File: config.mk
export PLATFORM = sky130hd
export DESIGN_NAME = uart_rx_byte
export DESIGN_NICKNAME = d
export VERILOG_FILES = /design/src/rtl/uart_rx_byte.sv
export SDC_FILE = /design/constraint.sdc
export NUM_CORES = 1
export LEC_CHECK = 0
export ABC_AREA = 1
export CORE_MARGIN = 2
export CORE_UTILIZATION = 40
export CTS_BUF_LIST = sky130_fd_sc_hd__clkbuf_8 sky130_fd_sc_hd__clkbuf_16
export DETAILED_ROUTE_END_ITERATION = 16
export PLACE_DENSITY_LB_ADDON = 0.2
export SLEW_MARGIN = 20
export SYNTH_ARGS = -nofsm -noshare
export SYNTH_HDL_FRONTEND = slang
export SYNTH_SLANG_ARGS = --single-unit
File: constraint.sdc
create_clock -name clk -period 2.3 [get_ports clk]
set_input_delay 0.23 -clock clk [delete_from_list [all_inputs] [get_ports clk]]
set_output_delay 0.23 -clock clk [all_outputs]
set_load 0.02 [all_outputs]
File: src/rtl/uart_rx_byte.sv
// uart_rx_byte: 8N1 serial receiver; framed bytes strobe out on load, bad stop bits on frame_err.
module uart_rx_byte #(
  parameter int CLKS_PER_BIT = 16
) (
  input  logic       clk,
  input  logic       reset,
  input  logic       rxd,
  output logic [7:0] dout,
  output logic       load,
  output logic       frame_err,
  output logic       busy
);
  localparam int CW = $clog2(CLKS_PER_BIT);
  typedef enum logic [2:0] {IDLE, START, DATA, STOP, WAIT} state_t;
  state_t        state;
  logic [CW-1:0] cnt;
  logic [2:0]    bitcnt;
  logic [7:0]    sr;
  logic          rx_meta, rxs;
  logic          mid, full;
  assign mid  = cnt == CW'(CLKS_PER_BIT / 2 - 1);
  assign full = cnt == CW'(CLKS_PER_BIT - 1);
  assign busy = state != IDLE;
  always_ff @(posedge clk or negedge reset)
    if (!reset) begin
      rx_meta   <= 1'b1;
      rxs       <= 1'b1;
      state     <= IDLE;
      cnt       <= '0;
      bitcnt    <= '0;
      sr        <= '0;
      dout      <= '0;
      load      <= 1'b0;
      frame_err <= 1'b0;
    end else begin
      rx_meta   <= rxd;
      rxs       <= rx_meta;
      load      <= 1'b0;
      frame_err <= 1'b0;
      case (state)
        IDLE: begin
          cnt    <= '0;
          bitcnt <= '0;
          state  <= rxs ? IDLE : START;
        end
        START: begin
          cnt    <= mid ? '0 : cnt + 1'b1;
          bitcnt <= '0;
          state  <= !mid ? START : rxs ? IDLE : DATA;
        end
        DATA: begin
          cnt <= full ? '0 : cnt + 1'b1;
          if (full) begin
            sr[bitcnt] <= rxs;
            bitcnt     <= bitcnt + 1'b1;
            state      <= bitcnt == 3'd7 ? STOP : DATA;
          end
        end
        STOP: begin
          cnt <= full ? '0 : cnt + 1'b1;
          if (full) begin
            dout      <= rxs ? sr : dout;
            load      <= rxs;
            frame_err <= !rxs;
            state     <= rxs ? IDLE : WAIT;
          end
        end
        WAIT: state <= rxs ? IDLE : WAIT;
        default: state <= IDLE;
      endcase
    end
endmodule

==> impl_summary.log <==
[metrics] later-pin clock latency in the skew report: 0.28 ns
[metrics] final RePlAce weighted congestion: 0.794
[metrics] antenna-violating nets left: 0
[metrics] class of the tightest hold or removal check: primary input to asynchronous set/reset pin
[metrics] global router's overall resource usage: 13.8%
[metrics] library cell occupying the most area in the post-synthesis netlist: sky130_fd_sc_hd__dfrtp_1
[metrics] fraction of the core area covered by cells at the end of the flow: between 50% and 60%
[metrics] vias per std cell: approximately 4.7
[metrics] vias in the first global route: 1,070
[metrics] element type at the critical path end: output port
[metrics] Slew Limit Fails: 0
[metrics] Inserted Clock Buffers: 5
[metrics] worst endpoint required time: 2.07 ns
[metrics] most common cell after layout, fill and taps aside: sky130_fd_sc_hd__nand2_1
[metrics] final-layout fill cell count: 334
[metrics] Post-Route Skew: 0.00521 ns
[metrics] DIE AREA: 4130 um^2
[metrics] Max transition margin: 74.5%
[metrics] Max clock buf depth: 2
[metrics] initial antenna violation count: 0
[metrics] growth of design area from synthesis to finish: 18.8%
[metrics] clock tree from TritonCTS: yes
[metrics] status: finished, final reports clean
[metrics] Clock Pin Slew Worst Setup and Hold Paths: roughly 0.06 ns
[metrics] source of the critical timing path: state[0]$_DFFE_PN0P_
[metrics] final layout net count: 190
[metrics] Die X-Extent: 64.3 um
[metrics] Internal: 1.11 mW
[metrics] Final setup violation count: 0
[metrics] NetSw: 562 uW
[metrics] cell breakdown of the critical path: nor3_1 > inv_1 > clkdlybuf4s50_1
[metrics] CTS H-tree lvls: 2
[metrics] maximum fanout along the worst path: 5
[metrics] count of state elements after synthesis: 30
[metrics] count of flip-flops with a built-in enable after synthesis: 0
[metrics] port bufs: 13
[metrics] HPWL reported at the end of detailed placement: about 1800 um
[metrics] Combinational Power Share: approximately 26%
[metrics] average detailed-routed wire length per instance: 10.7 um
[metrics] initial standard-cell utilization of the core: 42.6%
[metrics] worst ir drop on vdd: 0.604 mV
[metrics] Area contributors post-synth: sky130_fd_sc_hd__dfrtp_1 48%, sky130_fd_sc_hd__nand2_1 18%, sky130_fd_sc_hd__nand3_2 5.5%
[metrics] Critical Path Source Type: flip-flop
[metrics] first-pass GRT wire length: between 4000 and 5000 um
[metrics] dominant synthesized flop cell: sky130_fd_sc_hd__dfrtp_1
[metrics] Tcrit/Tclk final: a little under 80%
[metrics] Post-Route Setup TNS: 0 ns
[metrics] I/O pin count: 14
[metrics] final routed DRC violation total: 0
[metrics] Highest Clock Rate: 0.552 GHz
[metrics] delay of the slowest critical-path stage: about 0.53 ns
[metrics] cts hold-fix bufs: 0
[metrics] 1st-pass router iterations: 4
[metrics] setup slack after placement: 0.780 ns
[metrics] height of the die: 64.3 um
[metrics] Worst EP arrival: between 1.5 and 2 ns
[metrics] total number of vias: 1,088
[metrics] post-layout minimum cycle time: 1.81 ns
[metrics] number of post-CTS setup repair buffers: 0
[metrics] gate family responsible for the most delay along the worst path: buffers and inverters
[metrics] reported leakage power: 0.852 nW
[metrics] register share of total power: 43.9%
[metrics] pin count of the biggest net entering global routing: 31
[metrics] sum of buffers and inverters on the critical path: 2
[metrics] DRT Wirelength: 2480 um
[metrics] net count after synthesis: 171
[metrics] worst slew pin tran: 0.382 ns
[metrics] fraction of registers with async set/reset: 100%
[metrics] Distinct cells, synth: 24
[metrics] mapped cell area: 1450 um^2
[metrics] Gate Count Post-Synth: roughly 170
[metrics] total core area: between 3000 and 4000 um^2
[metrics] area of all placed cells without fillers: 1730 um^2
[metrics] fraction of final layout cells sized beyond drive strength 1: 16.8%
[metrics] Final Hold Fails: 0
[metrics] area post-placement: 1620 um^2
[metrics] DR iter-0 viols: 40
[metrics] post-cts resize count: 0
[metrics] post-synth top area share: 48.2%
[metrics] total instance count after detailed placement: 223
[metrics] total overflow reported by the global router: 0
[metrics] root cell of the clock tree: sky130_fd_sc_hd__clkbuf_8
[metrics] RSZ-0062 raised after global routing: false
[metrics] number of warning messages in the yosys log: 0
[metrics] CP max-delay cell: sky130_fd_sc_hd__clkdlybuf4s50_1
[metrics] startpoint of the worst-slack reg-to-reg timing path: cnt[0]$_DFFE_PN0P_
[metrics] number of diodes: 0
[metrics] final setup margin: 0.488 ns
[metrics] number of rows created at floorplan: 21
[metrics] leading cell types in the layout, fill and taps excluded: 71 x sky130_fd_sc_hd__nand2_1, 28 x sky130_fd_sc_hd__dfrtp_1, 13 x sky130_fd_sc_hd__nor2_1, 13 x sky130_fd_sc_hd__clkdlybuf4s50_1, 9 x sky130_fd_sc_hd__inv_1
[metrics] Final Non-Filler Cells: 231
[metrics] switching part of the total: 33.6%
[metrics] clock power share: 30.3%
[metrics] clk sinks: 30
[metrics] P per Cell Area: approximately 970 nW/um^2
[metrics] Avg Synthesized Cell Area: 8.81 um^2
[metrics] kind of critical path: flip-flop to output port
[metrics] share of the yosys chip area belonging to registers: 51.8%
[metrics] number of violations of the max-capacitance limit: 0
-- metal layers --
layer | GRT usage (%) | wire length, um | part of all wire (%) | up-vias
li1 | - | - | - | 556
met1 | 18.5 | 1220 | 49 | 502
met2 | 20.6 | 1100 | 44 | 26
met3 | 4.40 | 123 | 5.0 | 4
met4 | 5.59 | 42 | 1.7 | 0
met5 | 0 | 0 | 0 | -
-- registers in the layout (all words and copies together) (netlist names) --
register / flops
rx_meta: 1
dout: 8
cnt: 4
bitcnt: 3
state: 3
rxs: 1
sr: 8
frame_err: 1
load: 1
-- stage by stage --
stage	power [mW]	hold WS (ns)
2_1_floorplan	1.09	-0.0656
3_3_place_gp	1.16	0.348
3_5_place_dp	1.18	0.347
4_1_cts	1.69	0.352
5_1_grt	1.80	0.364
6_report	1.67	0.340
-- synthesized netlist by cell type (3+ instances only) --
cell type                 count
sky130_fd_sc_hd__a21oi_1      3
sky130_fd_sc_hd__dfrtp_1     28
sky130_fd_sc_hd__ha_1         3
sky130_fd_sc_hd__inv_1        9
sky130_fd_sc_hd__nand2_1     71
sky130_fd_sc_hd__nand3_1      7
sky130_fd_sc_hd__nand3_2      8
sky130_fd_sc_hd__nor2_1      13
sky130_fd_sc_hd__nor3_1       3
-- kinds of logic after synthesis --
group,synth area share (%)
compound gates,2.67
flops,51.8
buf+inv,5.94
simple gates,36.4
fa+ha+maj,2.58
xor+xnor,0.603
-- cell type report --
type | instances | area, um^2 | area share, %
multi-input cells | 120 | 614 | 35.6
clock inverters | 3 | 40.0 | 2.32
well taps | 46 | 57.6 | 3.33
inverters | 13 | 55.1 | 3.19
flip-flops and latches | 30 | 753 | 43.6
clock buffers | 5 | 68.8 | 3.99
repair buffers | 14 | 138 | 7.97
-- path summary, 6_finish.rpt --
kind	endpoint	slack, ns	cells after the start
max	busy	0.49	3
min	cnt[3]$_DFFE_PN0P_	0.34	2
max reg2reg	dout[1]$_DFFE_PN0P_	0.83	7
min reg2reg	rxs$_DFF_PN1_	0.36	0
max in group asynchronous	rx_meta$_DFF_PN1_	1.64	2
min in group clk	rxs$_DFF_PN1_	0.36	0
-- power by group through the flow --
stage          combinational [mW]  sequential [mW]  clock [mW]
6_report                    0.433            0.734       0.506
5_1_grt                     0.509            0.752       0.543
4_1_cts                     0.436            0.733       0.518
3_5_place_dp                0.438            0.740           0
3_3_place_gp                0.418            0.737           0
2_1_floorplan               0.367            0.719           0
Note: power is estimated with default switching activity, not from simulation.
